**config.mk**
```make
export PLATFORM = sky130hd
export DESIGN_NAME = btn_speed_ctrl
export DESIGN_NICKNAME = d
export VERILOG_FILES = /design/src/rtl/btn_speed_ctrl.sv
export SDC_FILE = /design/constraint.sdc
export NUM_CORES = 1
export LEC_CHECK = 0
export CAP_MARGIN = 20
export CORE_MARGIN = 4
export CORE_UTILIZATION = 68
export DETAILED_ROUTE_END_ITERATION = 10
export PLACE_DENSITY = 0.86
export SYNTH_ARGS = -nofsm -noshare
export SYNTH_HDL_FRONTEND = slang
export SYNTH_SLANG_ARGS = --single-unit
```
**constraint.sdc**
```tcl
create_clock -name clk -period 7.05 [get_ports clk]
set_input_delay 1.41 -clock clk [delete_from_list [all_inputs] [get_ports clk]]
set_output_delay 1.41 -clock clk [all_outputs]
set_load 0.01 [all_outputs]
```
**src/rtl/btn_speed_ctrl.sv**
```systemverilog
// Push-button front end: synchronise, debounce and edge-detect three buttons,
// then drive a run/pause flag, a saturating speed level and a tick prescaler.
module btn_speed_ctrl #(
    parameter int DEB_CYCLES = 500000,
    parameter int SPEED_W    = 3,
    parameter int SPEED_RST  = 3,
    parameter int BASE_DIV   = 50000000
) (
    input  logic               clk,
    input  logic               rst_n,
    input  logic               ena,
    input  logic               btn_pause,
    input  logic               btn_faster,
    input  logic               btn_slower,
    output logic               pause_evt,
    output logic               faster_evt,
    output logic               slower_evt,
    output logic               run,
    output logic [SPEED_W-1:0] speed_lvl,
    output logic               tick
);
    localparam int DEB_W = (DEB_CYCLES > 2) ? $clog2(DEB_CYCLES) : 1;
    localparam int DIV_W = $clog2(BASE_DIV);
    localparam logic [SPEED_W-1:0] SPEED_MAX = '1;

    // Bit 0 = pause, bit 1 = faster, bit 2 = slower throughout.
    logic [2:0]         sync1_q, sync1_d;
    logic [2:0]         sync2_q, sync2_d;
    logic [DEB_W-1:0]   deb_cnt_q [3];
    logic [DEB_W-1:0]   deb_cnt_d [3];
    logic [2:0]         stable_q, stable_d;
    logic [2:0]         stable_dly_q, stable_dly_d;
    logic [2:0]         evt_q, evt_d;
    logic               run_q, run_d;
    logic [SPEED_W-1:0] speed_q, speed_d;
    logic [DIV_W-1:0]   presc_q, presc_d;
    logic               tick_q, tick_d;
    logic [DIV_W-1:0]   presc_last;

    always_ff @(posedge clk) begin
        if (!rst_n) begin
            sync1_q      <= '0;
            sync2_q      <= '0;
            for (int i = 0; i < 3; i++) deb_cnt_q[i] <= '0;
            stable_q     <= '0;
            stable_dly_q <= '0;
            evt_q        <= '0;
            run_q        <= 1'b0;
            speed_q      <= SPEED_W'(SPEED_RST);
            presc_q      <= '0;
            tick_q       <= 1'b0;
        end else begin
            sync1_q      <= sync1_d;
            sync2_q      <= sync2_d;
            for (int i = 0; i < 3; i++) deb_cnt_q[i] <= deb_cnt_d[i];
            stable_q     <= stable_d;
            stable_dly_q <= stable_dly_d;
            evt_q        <= evt_d;
            run_q        <= run_d;
            speed_q      <= speed_d;
            presc_q      <= presc_d;
            tick_q       <= tick_d;
        end
    end

    always_comb begin
        sync1_d      = sync1_q;
        sync2_d      = sync2_q;
        for (int i = 0; i < 3; i++) deb_cnt_d[i] = deb_cnt_q[i];
        stable_d     = stable_q;
        stable_dly_d = stable_dly_q;
        evt_d        = evt_q;
        run_d        = run_q;
        speed_d      = speed_q;
        presc_d      = presc_q;
        tick_d       = tick_q;
        presc_last   = DIV_W'((BASE_DIV >> speed_q) - 1);

        if (ena) begin
            sync1_d = {btn_slower, btn_faster, btn_pause};
            sync2_d = sync1_q;

            // Stable follows the synced level only after DEB_CYCLES straight mismatches.
            for (int i = 0; i < 3; i++) begin
                if (sync2_q[i] != stable_q[i]) begin
                    if (deb_cnt_q[i] == DEB_W'(DEB_CYCLES - 1)) begin
                        stable_d[i]  = ~stable_q[i];
                        deb_cnt_d[i] = '0;
                    end else begin
                        deb_cnt_d[i] = deb_cnt_q[i] + DEB_W'(1);
                    end
                end else begin
                    deb_cnt_d[i] = '0;
                end
            end

            stable_dly_d = stable_q;
            evt_d        = stable_q & ~stable_dly_q;
            run_d        = run_q ^ evt_q[0];

            if (evt_q[1] && !evt_q[2] && speed_q != SPEED_MAX) begin
                speed_d = speed_q + SPEED_W'(1);
            end else if (evt_q[2] && !evt_q[1] && speed_q != '0) begin
                speed_d = speed_q - SPEED_W'(1);
            end

            // A real level change restarts the period; a saturated press is a no-op.
            if (speed_d != speed_q) begin
                presc_d = '0;
                tick_d  = 1'b0;
            end else if (run_q) begin
                if (presc_q == presc_last) begin
                    presc_d = '0;
                    tick_d  = 1'b1;
                end else begin
                    presc_d = presc_q + DIV_W'(1);
                    tick_d  = 1'b0;
                end
            end else begin
                tick_d = 1'b0;
            end
        end
    end

    assign pause_evt  = evt_q[0] & ena;
    assign faster_evt = evt_q[1] & ena;
    assign slower_evt = evt_q[2] & ena;
    assign run        = run_q;
    assign speed_lvl  = speed_q;
    assign tick       = tick_q & ena;

endmodule

```
# After elaboration in Yosys (flattened, before gate mapping)
# Memory sizes are Yosys's and may differ from the RTL's.
# Cells that the tools add are included.
[totals] inputBits=6 memories=1 register_bits=46 latchBits=0 wordCells=75 out_inout_bits=8 mem_bits_ro=0 ramBits=57
[mem_list] memory="deb_cnt_q" words=3 word_bits=19 rd=3 rd_clocked_by_memory_dff=0 wr=3 line="29" source="logic [DEB_W-1:0] deb_cnt_q [3];"
[op_classes] addsub=7 n_reduce_logical=12 n_lt_le_gt_ge=0 bitwise=13 shifts=1 eq_ne=9 mul=0 n_div=0 muxes=21
[op_table] op="19-bit two-way mux" count=9
[op_table] op="26-bit two-way mux" count=3
[op_table] op="19-bit by 1-bit adder with 19-bit output (second input constant)" count=3
[op_table] op="19-bit equality test (second input constant)" count=3
[op_table] op="57-bit two-way mux" count=1
[op_table] op="26-bit by 1-bit adder with 26-bit output (second input constant)" count=1
[op_table] op="26-bit equality test" count=1
[op_table] op="26-bit by 3-bit >> shifter with 26-bit output (first input constant)" count=1
[op_table] op="26-bit by 2-bit subtractor with 26-bit output (second input constant)" count=1
[op_table] op="3-bit two-way mux" count=3
[op_table] op="3-bit AND reduction" count=3
[op_table] op="1-bit two-way mux" count=5
[op_table] op="1-bit AND" count=4
[op_table] op="1-bit logical AND" count=4
[op_table] op="3-bit by 1-bit adder with 3-bit output (second input constant)" count=1
[op_table] op="3-bit AND" count=1
[op_table] op="1-bit != test" count=3
[op_table] op="3-bit != test" count=1
[op_table] op="3-bit != test (second input constant)" count=1
[op_table] op="1-bit NOT" count=3
[op_table] op="3-bit NOT" count=1
[op_table] op="1-bit OR" count=3
[op_table] op="3-bit nonzero test" count=1
[op_table] op="3-bit by 1-bit subtractor with 3-bit output (second input constant)" count=1
[op_table] op="other kinds (4)" count=5

# Depth between registers and ports, before layout
# Gate-level depths: netlist of run 1.
[depth] depth_word=9 ltp_mapped=15 depth_no_buf=12

# Least setup slack after synthesis of run 1
# Ideal clock, no wire load.
[synth_path] path_kind="input-to-output" startpoint="input port ena" endpoint="output port faster_evt" setup_slack_ns=3.307 t_required_ns=5.640 arrival_time_ns=2.333 cell_stages=4 path_cell_list="clkbuf_1 > clkbuf_1 > clkbuf_1 > and2_1"
[synth_between] elab_chain_len=1
[synth_rtl] element="start, declared" line="11" source="input logic ena,"
[synth_rtl] element="1-bit AND" line="126" source="assign faster_evt = evt_q[1] & ena;"
[synth_rtl] element="end, declared" line="16" source="output logic faster_evt,"
# No other way between the ends.

# Worst setup path in the final report of run 1
[layout_path] startpoint="input port ena" endpoint="output port tick"
[layout_between] elab_chain_len=1
[layout_rtl] element="1-bit AND" line="130" source="assign tick = tick_q & ena;"
[layout_rtl] element="end, declared" line="20" source="output logic tick"
# No other way between the ends.

==> flow_summary.toml, run 1 <==
[cells_and_area]
seqCellArea_sq_mm = 0.00206
area_growth_pct = 4.34
drive_gt1_share_pct = 4.79
final_nets = 812
post-route-util_pct = 74.1
stdcell_area_sq_mm = 0.00656
nFillCells = 677
multi_input_area_sq_mm = 0.00395
diodes = 0

[detailed_routing]
drt-total-wl_mm = 14.3
first_iter_violations = 361
wl_per_cell_um = 15.8
remaining_drc_errors = 0
vias = 5917
first_pass_iters = 5
ant_nets = 0
via_per_inst = 6.57

[sta]
hold_viol = 0
setup_viol = 0
finalMaxSlewViolations = 0
timing.final.crit_share_pct = 63.3
max_clock_freq_mhz = 224
hold_ws_ns = 0.470
slew_headroom_pct = 35.4
finClkSkew_ns = 0.00937
fin_crit_ns = 4.47
worst_pin_slew_ns = 0.968
setup-tns-final_ns = 0
rsz0062_at_grt = "no"

[synth]
synth_area_leaders = "dfxtp_1 33%, nand2_1 5.2%, a21oi_1 5.0%, nor2_1 4.8%, o21ai_0 4.3%"
synthFlopType = "dfxtp_1"
syn_area_sq_mm = 0.00628
synth_area_per_cell_sq_um = 7.77
synth_top_area_share_pct = 32.8
async_flop_share_pct = 0
synth-edff-count = 0
seq_area_frac_synth_pct = 32.8
synth_warnings = 0
synth.largest_area_cell = "dfxtp_1"
synth_cells = 809
syn_nets = 833
ys_seq_elements = 103
ys_types = 65

[worst_setup_path]
crit_arrival_ns = 3.06
crit_type = "primary input to output pin"
crit_chain = "buf_2, buf_4, and2_1, clkdlybuf4s50_1"
cp_top_family = "buffers and inverters"
cpPeakStageDelay_ns = 0.53
start_kind = "primary input"
slowest_stage = "clkdlybuf4s50_1"
path_buf_inv = 3
end_kind = "output pin"
critPathMaxFanout = 43
required_ns = 5.64

[pwr]
p_per_area_mw_per_mm2 = 158
leakage_nw = 2.43
peakVddDrop_mv = 0.119

[clock_tree]
clkTransAtPathRegs_ns = 0.10
cts_max_level = 3
post-cts-setup-buffers = 0
cts_tree = "yes"
cts_hold_buf = 0
cts_buffers = 9
cts_resized = 0
cts_root_buf = "clkbuf_8"
clock-sinks = 103
insertion_delay_ns = 0.37
clockBufferDepth = 2

[floorplan]
dieArea_sq_mm = 0.0108
die_y_um = 104
start_util_pct = 71.0
die_w_um = 104
coreArea_sq_mm = 0.00885
core.rowCount = 34
design.portCount = 14

[placement]
gp_congestion = 0.946
hpwl_mm = 9.63
port_buffers = 13
placed_area_sq_mm = 0.00635

[grt]
antenna_found_initial = 0
grt-ovfl-total = 0
grt_pass1_wl_mm = 24.5
grtUsageTotal_pct = 26.2
grt_max_degree = 44
grt_pass1_vias = 5501

[run]
maxCapViolations = 0

[run_status]
outcome = "finished, final reports clean"

[hold_path]
hp-class = "flop to flop"
## cells in the mapped netlist (3+ instances only)
cell / number
dfxtp_1: 103
or4_1: 4
nand4b_1: 5
nor3b_1: 16
a21boi_0: 3
and3_1: 35
buf_2: 6
a31oi_1: 17
nor4b_1: 4
o211a_1: 3
o21a_1: 4
a311oi_1: 5
nor3_1: 18
nor4_1: 12
o221a_2: 5
a22o_1: 6
a21oi_1: 63
xor2_1: 11
and2_1: 22
a221o_1: 5
o21ai_0: 54
ha_1: 18
mux2i_1: 14
nor2_1: 81
o211ai_1: 4
a22oi_1: 5
inv_1: 11
nand3b_1: 5
or2_2: 5
nor2b_1: 11
and4_1: 9
clkbuf_1: 37
or3_1: 6
nand2b_1: 6
a21o_1: 6
nand2_1: 87
xnor2_1: 16
buf_6: 4
o21ai_1: 3
nor4bb_1: 6
nand3_1: 37
nand4_1: 6
## power by group
part           switching [mW]  internal (mW)
Sequential            0.00154          0.584
Combinational          0.0440         0.0233
Clock                   0.209          0.178
Total                   0.254          0.785
## layout make-up
cell class / instances / share of cell area (%)
clock buffers: 11 / 2.16
clock inverters: 5 / 1.01
inverters: 12 / 0.687
multi-input cells: 645 / 60.3
flip-flops and latches: 103 / 31.4
well taps: 108 / 2.06
repair buffers: 17 / 2.37
## flip-flops by register name, summed over array words and instances (netlist names)
signal,flops
deb_cnt_q,57
evt_q,3
presc_q,26
run,1
speed_lvl,3
stable_dly_q,3
stable_q,3
sync1_q,3
sync2_q,3
tick_q,1
## layout by cell type (no fill, tap or decap), drive strengths merged, types with 9 or more instances in the layout
| cell type | count |
|---|---|
| o21ai | 57 |
| nor2 | 81 |
| nor4 | 13 |
| a21oi | 63 |
| and3 | 35 |
| inv | 12 |
| xor2 | 11 |
| clkbuf | 11 |
| dfxtp | 103 |
| and4 | 9 |
| nor3b | 16 |
| nand3 | 37 |
| a31oi | 18 |
| nor2b | 11 |
| mux2i | 14 |
| clkdlybuf4s50 | 12 |
| ha | 18 |
| nor3 | 18 |
| xnor2 | 16 |
| and2 | 22 |
| nand2 | 87 |
## per-layer routing
metal	part of all wire (%)	GRT usage, %
met1	42	33.3
met2	49	44.6
met3	6.9	4.41
met4	1.7	9.88
met5	0	0
## logic make-up after synthesis
family | after synthesis | share of synthesized area, %
simple gates | 380 | 32.0
compound gates | 205 | 21.2
flops | 103 | 32.8
buf+inv | 61 | 4.30
xor+xnor | 27 | 3.76
fa+ha+maj | 18 | 3.58
mux | 15 | 2.41
## worst min-delay path, cell delays in order, from the launching register on
cell and delay [ns]:
dfxtp_1 0.32, nand2_1 0.06, a21oi_1 0.05
## worst paths after layout
kind                    from  slack (ns)  cells past startpoint              end
max                      ena        2.58                      4             tick
min          stable_dly_q[1]        0.47                      2  stable_dly_q[1]
max reg2reg     speed_lvl[0]        2.95                     12      presc_q[15]
min reg2reg  stable_dly_q[1]        0.47                      2  stable_dly_q[1]
## metrics by stage
step	setup WS [ns]	instances	power, mW
finish	2.58	901	1.04
global route	2.51	901	1.08
CTS	2.61	901	1.05
detailed placement	2.61	885	0.665
global placement	2.64	885	0.662
floorplan	3.31	809	0.651
(Power assumes the default switching activity.)
==> run 2: changes to the inputs <==
--- a/config.mk
+++ b/config.mk
@@ -7,9 +7,9 @@
 export LEC_CHECK = 0
 export CAP_MARGIN = 20
 export CORE_MARGIN = 4
-export CORE_UTILIZATION = 68
+export CORE_UTILIZATION = 63
 export DETAILED_ROUTE_END_ITERATION = 10
-export PLACE_DENSITY = 0.86
+export PLACE_DENSITY = 0.81
 export SYNTH_ARGS = -nofsm -noshare
 export SYNTH_HDL_FRONTEND = slang
 export SYNTH_SLANG_ARGS = --single-unit
==> constraint.sdc (replaced) <==
create_clock -name clk -period 4.5 [get_ports clk]
set_input_delay 0.9 -clock clk [delete_from_list [all_inputs] [get_ports clk]]
set_output_delay 0.9 -clock clk [all_outputs]
set_load 0.01 [all_outputs]
==> flow_summary.toml, run 2 (synthesis results as in run 1) <==
[run_status]
outcome = "finished, final reports clean"

[pwr]
internal_power_mw = 1.19
combPwrFrac_pct = 6.9
peakVddDrop_mv = 0.239
p_per_area_mw_per_mm2 = 238
leakage_nw = 2.44
clkPwrFrac_pct = 34.8
swShare_pct = 24.6
power.switching_uw = 387
p_seq_share_pct = 58.2

[detailed_routing]
vias = 5770
via_per_inst = 6.22
first_pass_iters = 5
drt-total-wl_mm = 14.1
ant_nets = 0
remaining_drc_errors = 0
wl_per_cell_um = 15.2
first_iter_violations = 348

[cells_and_area]
multi_input_area_sq_mm = 0.00395
layout_commonest_cell = "dfxtp_1"
final_cell_mix = "103 x dfxtp_1, 87 x nand2_1, 81 x nor2_1, 63 x a21oi_1, 54 x o21ai_0"
drive_gt1_share_pct = 5.03
finalNonFillerCells = 928
nFillCells = 850
final_nets = 815
diodes = 0
largestRegisters = "deb_cnt_q: 57 flops, presc_q: 26 flops"
seqCellArea_sq_mm = 0.00206
area_growth_pct = 5.12
top_register = "deb_cnt_q"
largest_register_ffs = 57
stdcell_area_sq_mm = 0.00661

[grt]
grt-ovfl-total = 0
grt_max_degree = 43
grt_pass1_vias = 5226
grtUsageTotal_pct = 24.8
antenna_found_initial = 0
grt_pass1_wl_mm = 24.0

[worst_setup_path]
cpPeakStageDelay_ns = 0.62
cp_num_cells = 12
crit_arrival_ns = 4.39
cp_top_family = "simple AND/OR/NAND/NOR gates"
crit_top_cell = "ha_1"
start_kind = "flop"
r2r-end = "presc_q[15]"
r2r-start = "speed_lvl[1]"
slowest_stage = "dfxtp_1"
critPathLaunch = "speed_lvl[1]"
crit_type = "flop to flop"
ff2ff_path_depth = 12
critPathMaxFanout = 41
cp-endpoint = "presc_q[15]"
end_kind = "flop"
ff2ff_setup_slack_ns = 0.36
crit_chain = "ha_1, ha_1, inv_1, ha_1, xnor2_1, a21oi_1, nor2_1, or4_1, nor4_2, a31oi_4, and3_1, a221o_1"
required_ns = 4.75
path_buf_inv = 1

[floorplan]
core.rowCount = 36
die_w_um = 108
dieArea_sq_mm = 0.0116
die_y_um = 108
start_util_pct = 64.6
design.portCount = 14
coreArea_sq_mm = 0.00973

[placement]
port_buffers = 13
gp_congestion = 0.957
placed_area_sq_mm = 0.00640
hpwl_mm = 9.90
dp_worst_setup_slack_ns = 0.446
dp.cells = 912

[clock_tree]
clock-sinks = 103
cts_buffers = 9
cts_root_buf = "clkbuf_8"
post-cts-setup-buffers = 0
cts_tree = "yes"
clockBufferDepth = 2
cts_hold_buf = 0
insertion_delay_ns = 0.37
cts_resized = 0
clkTransAtPathRegs_ns = 0.09
cts_max_level = 3

[sta]
slew_headroom_pct = 34.9
worst_pin_slew_ns = 0.976
rsz0062_at_grt = "no"
timing.final.crit_share_pct = 91.9
fin_crit_ns = 4.14
hold_ws_ns = 0.474
finalMaxSlewViolations = 0
worst_slack_ns = 0.363
setup-tns-final_ns = 0
max_clock_freq_mhz = 242
hold_viol = 0
finClkSkew_ns = 0.00978
setup_viol = 0

[hold_path]
min-delay-start = "stable_dly_q[0]"
hp-class = "flop to flop"

[run]
maxCapViolations = 0
run 2: layout make-up:
class | count | area share [%]
multi-input cells | 645 | 59.8
flip-flops and latches | 103 | 31.2
repair buffers | 20 | 2.99
well taps | 133 | 2.52
clock buffers | 12 | 2.35
inverters | 12 | 0.682
clock inverters | 3 | 0.417
run 2: how the worst min path moves through the flow:
stage                      end  slack (ns)  cells past startpoint
3_3_place_gp   stable_dly_q[1]        0.45                      2
2_1_floorplan  stable_dly_q[0]        0.45                      2
6_report       stable_dly_q[0]        0.47                      2
4_1_cts        stable_dly_q[0]        0.48                      2
3_5_place_dp   stable_dly_q[0]        0.46                      2
5_1_grt        stable_dly_q[0]        0.50                      2
run 2: metrics by stage:
stage,power (mW),utilization [%]
after global placement,1.04,65.7
after global routing,1.63,67.9
after detailed placement,1.04,65.7
final,1.57,67.9
after floorplan,1.02,-
after CTS,1.59,67.6
run 2: power by group through the flow:
| stage | Clock, mW | Sequential [mW] | Combinational, mW |
|---|---|---|---|
| floorplan | 0 | 0.938 | 0.0816 |
| global placement | 0 | 0.938 | 0.102 |
| detailed placement | 0 | 0.938 | 0.105 |
| CTS | 0.566 | 0.917 | 0.106 |
| global route | 0.595 | 0.918 | 0.121 |
| finish | 0.549 | 0.917 | 0.109 |
run 2: metal layers:
layer | global-route usage, % | up-vias | routed length (um)
li1 | - | 2905 | -
met2 | 40.9 | 118 | 6790
met4 | 8.93 | 0 | 231
met3 | 4.68 | 22 | 552
met1 | 32.3 | 2725 | 6550
met5 | 0 | - | 0
run 2: worst register-to-register path: stages (launching register included):
cell,delay [ns]
dfxtp_1,0.62
ha_1,0.42
ha_1,0.36
inv_1,0.12
ha_1,0.24
xnor2_1,0.16
a21oi_1,0.16
nor2_1,0.05
or4_1,0.49
nor4_2,0.37
a31oi_4,0.44
and3_1,0.34
a221o_1,0.25
==> run 3: changes to the inputs <==
--- a/config.mk
+++ b/config.mk
@@ -9,6 +9,7 @@
 export CORE_MARGIN = 4
 export CORE_UTILIZATION = 63
 export DETAILED_ROUTE_END_ITERATION = 10
+export GPL_TIMING_DRIVEN = 0
 export PLACE_DENSITY = 0.81
 export SYNTH_ARGS = -nofsm -noshare
 export SYNTH_HDL_FRONTEND = slang
==> flow_summary.toml, run 3 (synthesis results as in run 1) <==
[hold_path]
hold_end = "stable_dly_q[0]"
whs_path_depth = 2
min-delay-start = "stable_dly_q[0]"
hp-class = "flop to flop"

[clock_tree]
cts_root_buf = "clkbuf_8"
clockBufferDepth = 2
cts_resized = 0
cts_buffers = 9
clkTransAtPathRegs_ns = 0.11
cts_max_level = 3
cts_tree = "yes"
insertion_delay_ns = 0.39
post-cts-setup-buffers = 0
cts_hold_buf = 0
clock-sinks = 103

[sta]
worst_slack_ns = 0.383
slew_headroom_pct = 54.6
hold_viol = 0
rsz0062_at_grt = "no"
finalMaxSlewViolations = 0
fin_crit_ns = 4.12
timing.final.crit_share_pct = 91.5
max_clock_freq_mhz = 243
setup-tns-final_ns = 0
finClkSkew_ns = 0.0191
setup_viol = 0
worst_pin_slew_ns = 0.681

[pwr]
peakVddDrop_mv = 0.262
p_seq_share_pct = 57.1
power.switching_uw = 430
p_per_area_mw_per_mm2 = 238
leakage_nw = 2.50
clkPwrFrac_pct = 35.6
combPwrFrac_pct = 7.3
swShare_pct = 26.8
internal_power_mw = 1.18

[worst_setup_path]
ff2ff_path_depth = 14
required_ns = 4.78
start_kind = "flop"
r2r-start = "speed_lvl[0]"
path_buf_inv = 4
cpPeakStageDelay_ns = 0.63
crit_chain = "ha_1, ha_1, clkbuf_1, inv_1, ha_1, xnor2_1, a21oi_1, nor2_1, or4_1, nor4_2, a31oi_4, buf_6, buf_6, a22o_1"
r2r-end = "presc_q[3]"
end_kind = "flop"
crit_top_cell = "ha_1"
slowest_stage = "dfxtp_1"
crit_type = "flop to flop"
crit_arrival_ns = 4.40
critPathMaxFanout = 10
cp_top_family = "simple AND/OR/NAND/NOR gates"
ff2ff_setup_slack_ns = 0.38

[grt]
grtUsageTotal_pct = 28.4
grt_pass1_vias = 5679
grt_max_degree = 19
grt_pass1_wl_mm = 26.8
grt-ovfl-total = 0
antenna_found_initial = 0

[cells_and_area]
post-route-util_pct = 69.4
final_nets = 855
drive_gt1_share_pct = 5.38
diodes = 0
final_cell_mix = "103 x dfxtp_1, 87 x nand2_1, 81 x nor2_1, 63 x a21oi_1, 54 x o21ai_0"
area_growth_pct = 7.37
finalNonFillerCells = 969
top_register = "deb_cnt_q"
nFillCells = 851
largest_register_ffs = 57
largestRegisters = "deb_cnt_q: 57 flops, presc_q: 26 flops"
layout_commonest_cell = "dfxtp_1"

[detailed_routing]
drt-total-wl_mm = 16.0
via_per_inst = 6.32
wl_per_cell_um = 16.5
vias = 6123
ant_nets = 0
first_pass_iters = 5
first_iter_violations = 415
remaining_drc_errors = 0

[placement]
gp_congestion = 0.947
dp_worst_setup_slack_ns = 0.497
dp.cells = 953
port_buffers = 11
hpwl_mm = 11.5

[floorplan]
start_util_pct = 64.6
coreArea_sq_mm = 0.00973
die_y_um = 108
core.rowCount = 36
design.portCount = 14
dieArea_sq_mm = 0.0116
die_w_um = 108

[run_status]
outcome = "finished, final reports clean"

[run]
maxCapViolations = 0
==> run 3: changes by cell type in the layout (fill, tap and decap cells not counted) <==
cell	before	now
clkinvlp_4	1	2
inv_6	0	2
buf_2	1	6
clkinv_2	0	1
buf_16	1	0
buf_6	0	4
buf_4	6	1
clkdlybuf4s50_1	12	11
clkbuf_1	1	37
clkbuf_8	11	10
clkinv_4	1	0
buf_1	0	1
==> run 3: through the flow <==
stage / hold slack (ns) / power, mW / area, sq um
global placement: 0.454 / 1.05 / 6560
detailed placement: 0.463 / 1.05 / 6560
finish: 0.480 / 1.61 / 6750
floorplan: 0.446 / 1.02 / 6280
global route: 0.500 / 1.66 / 6750
CTS: 0.478 / 1.61 / 6750
==> run 3: worst max-delay path by stage <==
stage | from | depth (start not counted) | slack [ns] | end
final | speed_lvl[0] | 14 | 0.38 | presc_q[3]
after global routing | speed_lvl[0] | 15 | 0.09 | presc_q[16]
after CTS | speed_lvl[0] | 14 | 0.44 | presc_q[4]
after detailed placement | speed_lvl[0] | 13 | 0.50 | presc_q[8]
after global placement | speed_lvl[0] | 14 | 0.56 | presc_q[4]
after floorplan | speed_lvl[0] | 14 | 1.10 | presc_q[7]
==> run 3: worst register-to-register path, delay by kind of cell (launching register included) <==
| family | cells | cell delay, ns |
|---|---|---|
| AND/OR/NAND/NOR | 3 | 0.94 |
| adder cells (fa/ha/maj) | 3 | 0.87 |
| buffers and inverters | 4 | 0.81 |
| flip-flops | 1 | 0.63 |
| AO/OA/AOI/OAI | 3 | 0.56 |
| XOR/XNOR | 1 | 0.19 |
==> run 3: power by group through the flow <==
| stage | clock (mW) | sequential [mW] | combinational (mW) |
|---|---|---|---|
| after floorplan | 0 | 0.938 | 0.0816 |
| after global placement | 0 | 0.938 | 0.113 |
| after detailed placement | 0 | 0.939 | 0.115 |
| after CTS | 0.578 | 0.918 | 0.116 |
| after global routing | 0.616 | 0.919 | 0.128 |
| final | 0.571 | 0.918 | 0.118 |
==> run 3: routing by layer <==
metal | global-route usage (%) | part of all wire (%) | wire length [um]
met1 | 35.8 | 43 | 6900
met2 | 48.0 | 48 | 7640
met3 | 5.28 | 6.3 | 1010
met4 | 10.6 | 2.6 | 407
met5 | 0 | 0 | 0
==> run 3: cell type report <==
class	instances	area [sq um]	share of cell area, %
multi-input combinational	645	3950	58.6
inverter	12	45.0	0.668
timing repair buffer	11	110	1.63
buffer	49	225	3.34
tap	133	166	2.47
clock buffer	10	138	2.04
clock inverter	6	48.8	0.723
sequential	103	2060	30.6
